`src/rtl/axi_line_refill.sv`:
```
// axi_line_refill: AXI4 INCR read-burst master filling one cache line; define
// YSYX_25040129_REFILL_PERF_EN to add saturating refill/busy-cycle counters.
module axi_line_refill #(
  parameter int LINE_WORDS = 4,
  parameter int ADDR_W = 32
) (
  input  logic                   clock,
  input  logic                   reset,
  input  logic                   req_valid,
  output logic                   req_ready,
  input  logic [ADDR_W-1:0]      req_addr,
  output logic                   resp_valid,
  input  logic                   resp_ready,
  output logic [LINE_WORDS*32-1:0] resp_data,
  output logic                   resp_err,
  output logic                   arvalid,
  input  logic                   arready,
  output logic [ADDR_W-1:0]      araddr,
  output logic [7:0]             arlen,
  output logic [2:0]             arsize,
  output logic [1:0]             arburst,
  input  logic                   rvalid,
  output logic                   rready,
  input  logic [31:0]            rdata,
  input  logic [1:0]             rresp,
  input  logic                   rlast
`ifdef YSYX_25040129_REFILL_PERF_EN
  ,
  output logic [31:0]            perf_refills,
  output logic [31:0]            perf_busy_cycles
`endif
);
  localparam int CW = $clog2(LINE_WORDS) + 1;
  localparam int OFF = $clog2(LINE_WORDS * 4);
  localparam logic [CW-1:0] LAST = CW'(LINE_WORDS - 1);
  typedef enum logic [2:0] {IDLE, AR, R, DRAIN, RESP} state_t;
  state_t state, state_nxt;
  logic [CW-1:0] cnt;
  logic [LINE_WORDS-1:0][31:0] line;
  logic beat, at_end;
  assign beat = rvalid && rready;
  assign at_end = cnt == LAST;
  always_ff @(posedge clock) begin
    if (reset) state <= IDLE;
    else state <= state_nxt;
  end
  always_comb begin
    state_nxt = state;
    case (state)
      IDLE:    state_nxt = req_valid ? AR : IDLE;
      AR:      state_nxt = arready ? R : AR;
      R:       state_nxt = !beat ? R : rlast ? RESP : at_end ? DRAIN : R;
      DRAIN:   state_nxt = beat && rlast ? RESP : DRAIN;
      RESP:    state_nxt = resp_ready ? IDLE : RESP;
      default: state_nxt = IDLE;
    endcase
  end
  always_comb begin
    req_ready = state == IDLE;
    arvalid = state == AR;
    rready = state == R || state == DRAIN;
    resp_valid = state == RESP;
  end
  assign arlen = 8'(LINE_WORDS - 1);
  assign arsize = 3'b010;
  assign arburst = 2'b01;
  assign resp_data = line;
  // A beat is in error if rresp flags it or rlast disagrees with the last-word position.
  always_ff @(posedge clock) begin
    if (reset) begin
      araddr <= '0;
      cnt <= '0;
      line <= '0;
      resp_err <= 1'b0;
    end else if (state == IDLE && req_valid) begin
      araddr <= {req_addr[ADDR_W-1:OFF], {OFF{1'b0}}};
      cnt <= '0;
      resp_err <= 1'b0;
    end else if (state == R && beat) begin
      line[cnt[CW-2:0]] <= rdata;
      cnt <= cnt + 1'b1;
      if (rresp != 2'b00 || rlast != at_end) resp_err <= 1'b1;
    end
  end
`ifdef YSYX_25040129_REFILL_PERF_EN
  always_ff @(posedge clock) begin
    if (reset) begin
      perf_refills <= '0;
      perf_busy_cycles <= '0;
    end else begin
      if (state == RESP && resp_ready && perf_refills != '1) perf_refills <= perf_refills + 1'b1;
      if (state != IDLE && perf_busy_cycles != '1) perf_busy_cycles <= perf_busy_cycles + 1'b1;
    end
  end
`endif
endmodule

```
`config.mk`:
```
export PLATFORM = sky130hd
export DESIGN_NAME = axi_line_refill
export DESIGN_NICKNAME = d
export VERILOG_FILES = /design/src/rtl/axi_line_refill.sv
export SDC_FILE = /design/constraint.sdc
export NUM_CORES = 1
export LEC_CHECK = 0
export CAP_MARGIN = 20
export CORE_MARGIN = 5
export CORE_UTILIZATION = 49
export CTS_BUF_LIST = sky130_fd_sc_hd__clkbuf_4 sky130_fd_sc_hd__clkbuf_8
export DETAILED_ROUTE_END_ITERATION = 8
export HOLD_SLACK_MARGIN = 0.05
export PLACE_DENSITY = 0.88
export SETUP_SLACK_MARGIN = 0.2
export SLEW_MARGIN = 20
export SYNTH_ARGS = -nofsm -noshare
export SYNTH_HDL_FRONTEND = slang
export SYNTH_SLANG_ARGS = --single-unit
```
`constraint.sdc`:
```
create_clock -name clock -period 3.4 [get_ports clock]
set_input_delay 0.34 -clock clock [delete_from_list [all_inputs] [get_ports clock]]
set_output_delay 0.34 -clock clock [all_outputs]
set_load 0.05 [all_outputs]
```
Word level (Yosys, flattened, before mapping)

Index checks and enable logic that the tools add are counted.

Input port bits: 73
Output and inout port bits: 178
Flip-flop bits (word level): 163

Equality and inequality tests: 6
Reductions and logical operators: 12
Bitwise operators: 1
$lt $le $gt $ge: 2
$add $sub $neg: 1
Multiplexer cells: 11

Operator list:

| operator            | count |
|---|---|
| $bwmux 128          | 1 |
| $demux 32 s2        | 1 |
| $mux 32             | 1 |
| $pmux 3 s5          | 1 |
| $mux 3              | 4 |
| $eq 3x2->1 const B  | 3 |
| $logic_and 1x1->1   | 5 |
| $reduce_and 2->1    | 2 |
| $add 3x1->3 const B | 1 |
| $eq 3x1->1 const B  | 1 |
| $eq 3x3->1 const B  | 1 |
| $logic_not 3->1     | 1 |
| $lt 2x3->1 const B  | 1 |
| $ge 2x1->1 const B  | 1 |
| $logic_or 1x1->1    | 2 |
| $mux 1              | 2 |
| $mux 2              | 1 |
| $reduce_bool 2->1   | 1 |
| $reduce_or 2->1     | 1 |
| $ne 1x1->1          | 1 |
| $not 1->1           | 1 |

Longest topological paths before layout

Gate-level depths: netlist (run 1).

Word-level depth: 6
Depth in mapped cells: 6
Mapped depth without buffers: 6

Least setup slack after synthesis (run 1)

Ideal clock, no wire load.

Path type: reg-to-output
From: reg state[1]
To: out resp_valid
Arrival time: 1681 ps
Stages on the path, launching flop included: 3
Buffers on the path: 1
Data required time: 3060 ps
Path slack: 1379 ps
Path through: dfxtp_1 buf_2 nor3b_1

Word-level cells in the longest chain between the ends: 1

RTL lines:

| element                | line | text |
|---|---|---|
| start, declared        | 37   | `state_t state, state_nxt;` |
| start signal, assigned | 45   | `else state <= state_nxt;` |
| $eq 3x3->1             | 62   | `resp_valid = state == RESP;` |
| end, declared          | 12   | `output logic resp_valid,` |

No other way between the ends.

Worst setup path in the final report (run 1)

From: reg state[2]
To: out resp_valid

The elaborated chain is that of the path after synthesis.

==> results.txt, run 1 <==
----------------------------------------------------
[GRT]
  GRT Util Overall ... around a fifth
  Maximum number of pins on one net before global-route repair ... roughly 110
  Vias in the first global route ... between 5000 and 6000
  Final global-route overflow total ... 0
  Initial antenna violation count ... 0
  First-pass GRT wire length ... around 27000 um

[Logic synthesis]
  Post-synth EDFFs ... 0
  Library cell with the highest instance count after synthesis ... sky130_fd_sc_hd__dfxtp_1
  Largest cells by area after synthesis ... sky130_fd_sc_hd__dfxtp_1 49%, sky130_fd_sc_hd__mux2i_1 19%, sky130_fd_sc_hd__nand2b_1 15%
  Asr flop ratio synth ... 0%
  Count of unique library cells instantiated by Yosys ... 32
  Yosys top cell by area ... sky130_fd_sc_hd__dfxtp_1
  Most used flip-flop cell after synthesis ... sky130_fd_sc_hd__dfxtp_1
  Number of instances in the synthesized netlist ... ~640
  Cell area after synthesis ... 6680 um2
  Flip-flop and latch count after synthesis ... between 150 and 200
  Synth top cells by count ... 163 x sky130_fd_sc_hd__dfxtp_1, 160 x sky130_fd_sc_hd__nand2b_1, 129 x sky130_fd_sc_hd__mux2i_1
  Synth warnings ... 0
  Avg Inst Size Synth ... ~10 um2
  Proportion of netlist area held by the largest area contributor ... ~50%
  Sequential cell area fraction in the yosys report ... between 40% and 50%

[Setup path]
  Max FO, Critical Path ... 9
  Cell type of the slowest stage on the worst timing path ... sky130_fd_sc_hd__clkdlybuf4s50_1
  Classification of the worst setup path ... reg -> out
  Setup crit start kind ... register
  Endpoint class of the critical path ... output pin
  Flop2flop setup slack ... ~1400 ps
  Critical path required time ... around 3000 ps
  Arrival time worst endpoint ... between 2000 and 2500 ps
  Cells along the critical path ... nor3b_1 -> clkdlybuf4s50_1
  Slowest stage delay, CP ... approximately 890 ps

[STA]
  Worst Tran Pin Value ... about 950 ps
  Clock period minus worst slack ... 2590 ps
  Setup repair after global routing missed its margin ... no
  Accumulated negative setup slack ... 0 ps
  Count of final hold-check violations ... 0
  Final worst hold slack ... about 440 ps
  Max-slew headroom ... a little under two fifths
  Peak clock frequency supported by timing ... between 300 and 400 MHz
  Portion of the clock cycle consumed by the worst path in the final layout ... 76.3%
  Setup-failing EPs final ... 0
  Clock skew after layout ... roughly 9.2 ps
  Max-slew violation count ... 0

[Clock network]
  Number of buffers created by CTS ... 17
  Maximum buffer depth of the clock tree ... 2
  Number of H-tree levels ... 4
  Number of gates resized after CTS ... 0
  Hold buffers post-CTS ... 0
  Clk sink count ... 163
  Number of setup buffers added after CTS ... 0
  CTS root buffer ... sky130_fd_sc_hd__clkbuf_8
  Worst-Skew Late Latency ... approximately 440 ps
  Clock-pin slew of the registers on the worst-case setup and hold paths ... 80 ps
  CTS tree ... built

[Die]
  Total number of placement rows ... 42
  Die area ... between 15000 and 20000 um2
  Core Area ... ~13000 um2
  Vertical die dimension ... about 130 um
  Initial cell density of the core ... approximately half
  Top-Level Pins ... between 200 and 300
  Die extent in x ... roughly 130 um

[Drt]
  Drt total wl ... roughly 17000 um
  Met2 Routed Length ... 8600 um
  WL/cell ... approximately 17 um
  Highest routed metal layer ... met4
  First drt pass iteration count ... 4
  Vias per cell ... around 5
  Vias after detailed routing ... about 5200
  Residual DRC count ... 0
  Metal-1 WL ... around 6700 um
  Number of antenna-violating nets in the routed design ... 0
  First DRT Iteration DRCs ... ~210
  Met3 Wirelength ... between 1000 and 1500 um

[Power and ir drop]
  Power consumption ... 3.78 mW
  Relative contribution of sequential cells to total power ... 52.1%
  Power dissipated by switching net loads ... around 1 mW
  Clock power frac ... between 30% and 40%
  Cell Int Power ... about 2.8 mW
  Switching portion of total power ... between 20 and 30%
  Areal power density over the cells ... between 400 and 500 nW/um2
  Combinational fraction of design power ... between 10 and 15%
  VDD IR max ... 0.298 mV
  Static Leak ... between 3 and 4 nW

[Layout]
  Fraction of final layout cells with drive strength greater than 1 ... 5.23%
  Total number of nets in the final design ... between 900 and 1000
  Post-layout utilization of the core ... between 60% and 70%
  Area growth from synthesis to final layout ... 38.5%
  Design area ... roughly 9200 um2
  Antenna diodes ... 0

[Placement]
  Routability congestion estimate ... 0.791
  IO Port Bufs ... about 230
  Placed standard-cell area ... 8880 um2
  Post-DP HPWL ... about 12000 um

[Status]
  Outcome ... completed

[Hold path]
  Worst hold path class ... in -> reg

[Run]
  Maxcap violations ... 0

----------------------------------------------------
[critical path, delay by kind of cell (launching register included)]
family / cells / cell delay, ps
AND/OR/NAND/NOR: 1 / 350
buffers and inverters: 1 / 890
flip-flops: 1 / 570
[layout make-up]
cell class	count	area (um2)
timing repair buffer	233	2330
clock buffer	20	263
tap	176	220
multi-input combinational	428	3040
sequential	163	3260
clock inverter	12	108
fill	936	4050
inverter	5	18.8
[path summary, 6_finish.rpt]
check,start,to,depth (start not counted)
worst max register to register,state[1],resp_data[48],5
worst min register to register,araddr[4],araddr[4],2
worst min-delay path,req_addr[20],araddr[20],3
worst max-delay path,state[2],resp_valid,2
[sequential cells by signal, summed over array words and instances, names as in the netlist]
signal     count
state          3
resp_err       1
cnt            3
araddr        28
resp_data    128
[cells in the final DEF (no fill, tap or decap), types with 6 or more instances in the layout]
cell type / instances
sky130_fd_sc_hd__a21oi_1: 30
sky130_fd_sc_hd__clkbuf_8: 18
sky130_fd_sc_hd__clkdlybuf4s50_1: 228
sky130_fd_sc_hd__conb_1: 17
sky130_fd_sc_hd__dfxtp_1: 163
sky130_fd_sc_hd__ha_1: 6
sky130_fd_sc_hd__mux2i_1: 129
sky130_fd_sc_hd__nand2_1: 57
sky130_fd_sc_hd__nand2b_1: 160
[power by group through the flow]
stage	sequential [mW]	clock, mW	combinational [mW]
2_1_floorplan	2.12	0	0.235
6_report	1.97	1.30	0.506
4_1_cts	1.97	1.34	0.507
3_3_place_gp	2.01	0	0.494
5_1_grt	1.97	1.42	0.535
3_5_place_dp	2.01	0	0.505
[cell families (layout without fill, tap and decap cells)]
kind of cell               Yosys count  after routing  synth area share, %
AOI/OAI and AO/OA                   34             34                 2.79
xor gates and xnor gates             1              1                0.131
adders and majority gates            6              6                 1.12
buffers and inverters               65            270                 6.56
DFF                                163            163                 48.9
muxes                              129            129                 19.3
other                                2             17                0.112
and+or+nand+nor                    241            241                 21.1
[per-stage QoR]
| stage | cells | setup slack, ps |
|---|---|---|
| 3_3_place_gp | 1005 | 1110 |
| 3_5_place_dp | 1005 | 995 |
| 2_1_floorplan | 656 | 1380 |
| 6_report | 1037 | 807 |
| 4_1_cts | 1037 | 754 |
| 5_1_grt | 1037 | 722 |
[layer usage]
metal,vias to the layer above,global-route usage (%)
met4,0,9.40
met5,-,0
met3,41,7.19
met1,2455,23.2
li1,2487,-
met2,179,36.7
No activity file was read; power rests on OpenSTA's default activity.
==> run 2: changes to the inputs <==
--- a/config.mk
+++ b/config.mk
@@ -7,11 +7,11 @@
 export LEC_CHECK = 0
 export CAP_MARGIN = 20
 export CORE_MARGIN = 5
-export CORE_UTILIZATION = 49
+export CORE_UTILIZATION = 46
 export CTS_BUF_LIST = sky130_fd_sc_hd__clkbuf_4 sky130_fd_sc_hd__clkbuf_8
 export DETAILED_ROUTE_END_ITERATION = 8
 export HOLD_SLACK_MARGIN = 0.05
-export PLACE_DENSITY = 0.88
+export PLACE_DENSITY = 0.83
 export SETUP_SLACK_MARGIN = 0.2
 export SLEW_MARGIN = 20
 export SYNTH_ARGS = -nofsm -noshare
==> constraint.sdc (replaced) <==
create_clock -name clock -period 2.6 [get_ports clock]
set_input_delay 0.26 -clock clock [delete_from_list [all_inputs] [get_ports clock]]
set_output_delay 0.26 -clock clock [all_outputs]
set_load 0.05 [all_outputs]
==> results.txt, run 2 (synthesis results as in run 1) <==
----------------------------------------------------
[GRT]
  Final global-route overflow total ... 0
  First-pass GRT wire length ... around 25000 um
  Initial antenna violation count ... 0
  GRT Util Overall ... a little under a fifth
  Vias in the first global route ... between 4000 and 5000
  Maximum number of pins on one net before global-route repair ... 151

[Clock network]
  Hold buffers post-CTS ... 0
  Number of setup buffers added after CTS ... 0
  Number of gates resized after CTS ... 3
  CTS tree ... built
  Number of buffers created by CTS ... 17
  Maximum buffer depth of the clock tree ... 2
  Clock-pin slew of the registers on the worst-case setup and hold paths ... about 80 ps
  Clk sink count ... roughly 160
  Number of H-tree levels ... 4
  CTS root buffer ... sky130_fd_sc_hd__clkbuf_8
  Worst-Skew Late Latency ... 440 ps

[Layout]
  Area growth from synthesis to final layout ... 39.6%
  Design area ... ~9300 um2
  Flip-flop count of the largest register after layout ... between 100 and 150
  Total number of nets in the final design ... slightly above 900
  Commonest cells after routing, fill and taps aside ... 225 x sky130_fd_sc_hd__clkdlybuf4s50_1, 163 x sky130_fd_sc_hd__dfxtp_1, 160 x sky130_fd_sc_hd__nand2b_1, 129 x sky130_fd_sc_hd__mux2i_1, 57 x sky130_fd_sc_hd__nand2_1
  Fraction of final layout cells with drive strength greater than 1 ... 5.34%
  Most common library cell in the layout ignoring fill and taps ... sky130_fd_sc_hd__clkdlybuf4s50_1
  Antenna diodes ... 0

[Setup path]
  Setup crit start kind ... register
  Classification of the worst setup path ... reg -> out
  Cell count of the worst reg-to-reg path ... 4
  Critical path required time ... 2340 ps
  Max FO, Critical Path ... 12
  Worst r2r src ... state[1]
  Endpoint class of the critical path ... output pin
  Flop2flop setup slack ... a little under 700 ps
  Arrival time worst endpoint ... 1960 ps
  Worst reg2reg path endpoint ... resp_data[110]

[Power and ir drop]
  Power dissipated by switching net loads ... approximately 1.3 mW
  Clock power frac ... between 30% and 40%
  Cell Int Power ... about 3.8 mW
  Areal power density over the cells ... between 500 and 600 nW/um2
  Combinational fraction of design power ... 12.9%
  Relative contribution of sequential cells to total power ... 50.4%
  Static Leak ... around 4 nW
  Switching portion of total power ... 25.8%
  VDD IR max ... around 0.33 mV

[Drt]
  First drt pass iteration count ... 4
  Vias after detailed routing ... approximately 5000
  Drt total wl ... 16600 um
  Residual DRC count ... 0
  Vias per cell ... roughly 4.8
  WL/cell ... 15.8 um
  First DRT Iteration DRCs ... approximately 150
  Number of antenna-violating nets in the routed design ... 0

[Placement]
  Routability congestion estimate ... between 0.7 and 0.8
  Placed standard-cell area ... 8910 um2
  Post-DP HPWL ... between 10000 and 15000 um
  IO Port Bufs ... between 200 and 250

[STA]
  Setup repair after global routing missed its margin ... no
  Max-slew headroom ... a little under three fifths
  Clock period minus worst slack ... about 2200 ps
  Peak clock frequency supported by timing ... around 450 MHz
  Worst Tran Pin Value ... between 600 and 700 ps
  Clock skew after layout ... ~11 ps
  Accumulated negative setup slack ... 0 ps
  Count of final hold-check violations ... 0
  Setup-failing EPs final ... 0
  Max-slew violation count ... 0
  Portion of the clock cycle consumed by the worst path in the final layout ... a little under nine tenths

[Die]
  Top-Level Pins ... around 250
  Vertical die dimension ... around 130 um
  Core Area ... between 10000 and 15000 um2
  Die area ... ~17000 um2
  Initial cell density of the core ... about 46%
  Total number of placement rows ... 44
  Die extent in x ... around 130 um

[Hold path]
  Start point of the worst min-delay path ... reset
  Number of stages on the worst hold path ... 3
  Worst hold path class ... in -> reg
  End point of the most critical hold path ... resp_data[97]

[Run]
  Maxcap violations ... 0

[Status]
  Outcome ... completed

----------------------------------------------------
[run 2: cell types whose count changed in the layout (fill, tap and decap cells not counted)]
cell / before / now
sky130_fd_sc_hd__buf_12: 1 / 2
sky130_fd_sc_hd__buf_4: 4 / 5
sky130_fd_sc_hd__bufinv_16: 1 / 2
sky130_fd_sc_hd__clkbuf_4: 2 / 1
sky130_fd_sc_hd__clkbuf_8: 18 / 22
sky130_fd_sc_hd__clkdlybuf4s50_1: 228 / 225
sky130_fd_sc_hd__clkinv_2: 4 / 3
sky130_fd_sc_hd__clkinv_4: 3 / 2
sky130_fd_sc_hd__clkinvlp_4: 3 / 1
sky130_fd_sc_hd__dlygate4sd2_1: 0 / 3
sky130_fd_sc_hd__inv_6: 1 / 0
[run 2: layout make-up]
class                   count  area (um2)
flip-flops and latches    163        3260
fillers                  1162        5050
clock buffers              23         310
inverters                   5        18.8
well taps                 184         230
repair buffers            235        2360
multi-input cells         428        3040
clock inverters             8         100
[run 2: worst max-delay path by stage]
| stage | start | endpoint | slack (ps) | cells past startpoint |
|---|---|---|---|---|
| after floorplan | state[1] | state[2] | 650 | 4 |
| after global placement | rvalid | resp_data[115] | 460 | 5 |
| after detailed placement | rvalid | resp_data[114] | 410 | 5 |
| after CTS | state[0] | req_ready | 350 | 2 |
| after global routing | state[2] | resp_valid | 260 | 2 |
| final | state[1] | req_ready | 380 | 2 |
[run 2: power groups by stage]
stage	sequential (mW)	combinational, mW	clock, mW
finish	2.57	0.658	1.87
detailed placement	2.63	0.662	0
global route	2.58	0.699	2.04
global placement	2.63	0.661	0
floorplan	2.77	0.308	0
CTS	2.57	0.662	1.93
[run 2: per-stage QoR]
stage	utilization (%)	power, mW	hold slack, ps	setup WS, ps	instances
after global placement	62.0	3.29	441	463	1015
after detailed placement	62.0	3.29	446	406	1015
after floorplan	-	3.08	396	654	656
final	64.9	5.10	317	383	1046
after global routing	64.9	5.32	303	257	1046
after CTS	64.9	5.16	284	345	1046
[run 2: critical path: stages (launching register included)]
cell	delay [ps]
sky130_fd_sc_hd__dfxtp_1	440
sky130_fd_sc_hd__nor3_1	250
sky130_fd_sc_hd__clkdlybuf4s50_1	830
[run 2: metal layers]
layer  part of all wire [%]  track usage (%)  vias to the layer above
met3                    9.5             8.13                       21
met1                     41             22.4                     2323
met5                      0                0                        -
li1                       -                -                     2476
met4                    2.0             6.84                        0
met2                     47             31.1                      169
==> run 3: changes to the inputs <==
--- a/config.mk
+++ b/config.mk
@@ -5,7 +5,6 @@
 export SDC_FILE = /design/constraint.sdc
 export NUM_CORES = 1
 export LEC_CHECK = 0
-export CAP_MARGIN = 20
 export CORE_MARGIN = 5
 export CORE_UTILIZATION = 46
 export CTS_BUF_LIST = sky130_fd_sc_hd__clkbuf_4 sky130_fd_sc_hd__clkbuf_8
==> constraint.sdc (replaced) <==
create_clock -name clock -period 2.5 [get_ports clock]
set_input_delay 0.25 -clock clock [delete_from_list [all_inputs] [get_ports clock]]
set_output_delay 0.25 -clock clock [all_outputs]
set_load 0.05 [all_outputs]
==> results.txt, run 3 (synthesis results as in run 1) <==
----------------------------------------------------
[Die]
  Die area ... between 15000 and 20000 um2
  Top-Level Pins ... 251
  Total number of placement rows ... 44
  Core Area ... approximately 14000 um2
  Die extent in x ... about 130 um
  Vertical die dimension ... around 130 um
  Initial cell density of the core ... between 40 and 50%

[Setup path]
  Max FO, Critical Path ... 9
  Endpoint class of the critical path ... output pin
  Classification of the worst setup path ... reg -> out
  Setup crit start kind ... register
  Cells along the critical path ... nor3b_1 -> dlygate4sd1_1
  Gate family responsible for the most delay along the worst path ... buffers and inverters
  Critical path required time ... between 2000 and 2500 ps
  Slowest stage delay, CP ... ~580 ps
  Cell type of the slowest stage on the worst timing path ... sky130_fd_sc_hd__dlygate4sd1_1
  Arrival time worst endpoint ... between 1500 and 2000 ps
  Bufs and invs on worst path ... 1

[Drt]
  Drt total wl ... ~17000 um
  Vias after detailed routing ... ~5000
  WL/cell ... 15.9 um
  First DRT Iteration DRCs ... between 150 and 200
  Number of antenna-violating nets in the routed design ... 0
  First drt pass iteration count ... 4
  Residual DRC count ... 0
  Vias per cell ... around 4.8

[STA]
  Max-slew headroom ... between 50% and 60%
  Clock skew after layout ... 10.1 ps
  Peak clock frequency supported by timing ... ~460 MHz
  Setup-failing EPs final ... 0
  Worst Tran Pin Value ... 647 ps
  Max-slew violation count ... 0
  Count of final hold-check violations ... 0
  Final worst hold slack ... 346 ps
  Setup repair after global routing missed its margin ... yes
  Accumulated negative setup slack ... 0 ps
  Clock period minus worst slack ... ~2200 ps
  Portion of the clock cycle consumed by the worst path in the final layout ... 86.9%

[GRT]
  Initial antenna violation count ... 0
  Maximum number of pins on one net before global-route repair ... between 100 and 150
  GRT Util Overall ... between 10% and 20%
  Vias in the first global route ... 4976
  First-pass GRT wire length ... 25500 um
  Final global-route overflow total ... 0

[Clock network]
  Maximum buffer depth of the clock tree ... 2
  CTS tree ... built
  Worst-Skew Late Latency ... between 400 and 500 ps
  Number of H-tree levels ... 4
  Clock-pin slew of the registers on the worst-case setup and hold paths ... approximately 90 ps
  Clk sink count ... ~160
  CTS root buffer ... sky130_fd_sc_hd__clkbuf_8
  Number of buffers created by CTS ... 17

[Layout]
  Most common library cell in the layout ignoring fill and taps ... sky130_fd_sc_hd__clkdlybuf4s50_1
  Total number of nets in the final design ... between 900 and 1000
  Commonest cells after routing, fill and taps aside ... 224 x sky130_fd_sc_hd__clkdlybuf4s50_1, 163 x sky130_fd_sc_hd__dfxtp_1, 160 x sky130_fd_sc_hd__nand2b_1, 129 x sky130_fd_sc_hd__mux2i_1, 57 x sky130_fd_sc_hd__nand2_1
  Antenna diodes ... 0
  Flip-flop count of the largest register after layout ... 128
  Area growth from synthesis to final layout ... 39.6%
  Fraction of final layout cells with drive strength greater than 1 ... 5.66%

[Power and ir drop]
  VDD IR max ... about 0.30 mV
  Areal power density over the cells ... ~560 nW/um2
  Static Leak ... roughly 4.0 nW

[Run]
  Maxcap violations ... 0

[Hold path]
  Worst hold path class ... in -> reg

[Placement]
  Post-DP HPWL ... between 10000 and 15000 um
  IO Port Bufs ... between 200 and 250
  Routability congestion estimate ... between 0.7 and 0.8

[Status]
  Outcome ... completed

----------------------------------------------------
[run 3: cell count changes in the layout (fill, tap and decap cells not counted), moves of 2 or more]
cell and change:
sky130_fd_sc_hd__clkbuf_8 -2, sky130_fd_sc_hd__clkinv_2 +2, sky130_fd_sc_hd__clkinvlp_4 +2, sky130_fd_sc_hd__inv_6 +2
[run 3: worst paths after layout]
check | startpoint | endpoint | slack (ps) | depth (start not counted)
max | state[2] | resp_valid | 330 | 2
min | req_addr[9] | araddr[9] | 350 | 3
max reg2reg | state[1] | resp_data[13] | 630 | 4
min reg2reg | araddr[12] | araddr[12] | 460 | 2
[run 3: worst min-delay path, cell delays in order]
cell and delay (ps):
sky130_fd_sc_hd__clkdlybuf4s50_1 400, sky130_fd_sc_hd__nand2_1 50, sky130_fd_sc_hd__a21oi_1 50
[run 3: stage by stage]
stage                     utilization (%)  total power, mW  setup WS [ps]  instance area (um2)  instances
after floorplan                         -             3.20            554                 6730        656
after global placement               62.2             3.43            384                 8940       1017
after detailed placement             62.2             3.43            355                 8940       1017
after CTS                            64.8             5.25            207                 9320       1049
after global routing                 64.9             5.40            187                 9320       1049
final                                64.9             5.19            327                 9320       1049
[run 3: what timing repair did]
item | CTS | global route
setup endpoints to repair | 3 | 2
hold buffers | 0 | 0
buffers inserted | 0 | 0
resized for setup | 3 | 3
[run 3: per-layer routing]
metal / vias up / part of all wire (%) / track usage (%)
met5: - / 0 / 0
met4: 0 / 3.1 / 8.65
met3: 32 / 9.0 / 7.24
met2: 166 / 46 / 30.5
met1: 2323 / 42 / 23.1
li1: 2492 / - / -
[run 3: report_power, final]
group,internal [mW],switching [mW],leakage [nW]
Clock,0.865,0.957,0.191
Combinational,0.278,0.416,2.47
Sequential,2.64,0.0319,1.32
[run 3: layout make-up]
class / instances / area [um2]
Clock buffer: 20 / 275
Clock inverter: 12 / 104
Fill cell: 1177 / 5050
Inverter: 5 / 18.8
Multi-Input combinational cell: 428 / 3040
Sequential cell: 163 / 3260
Tap cell: 184 / 230
Timing Repair Buffer: 237 / 2390
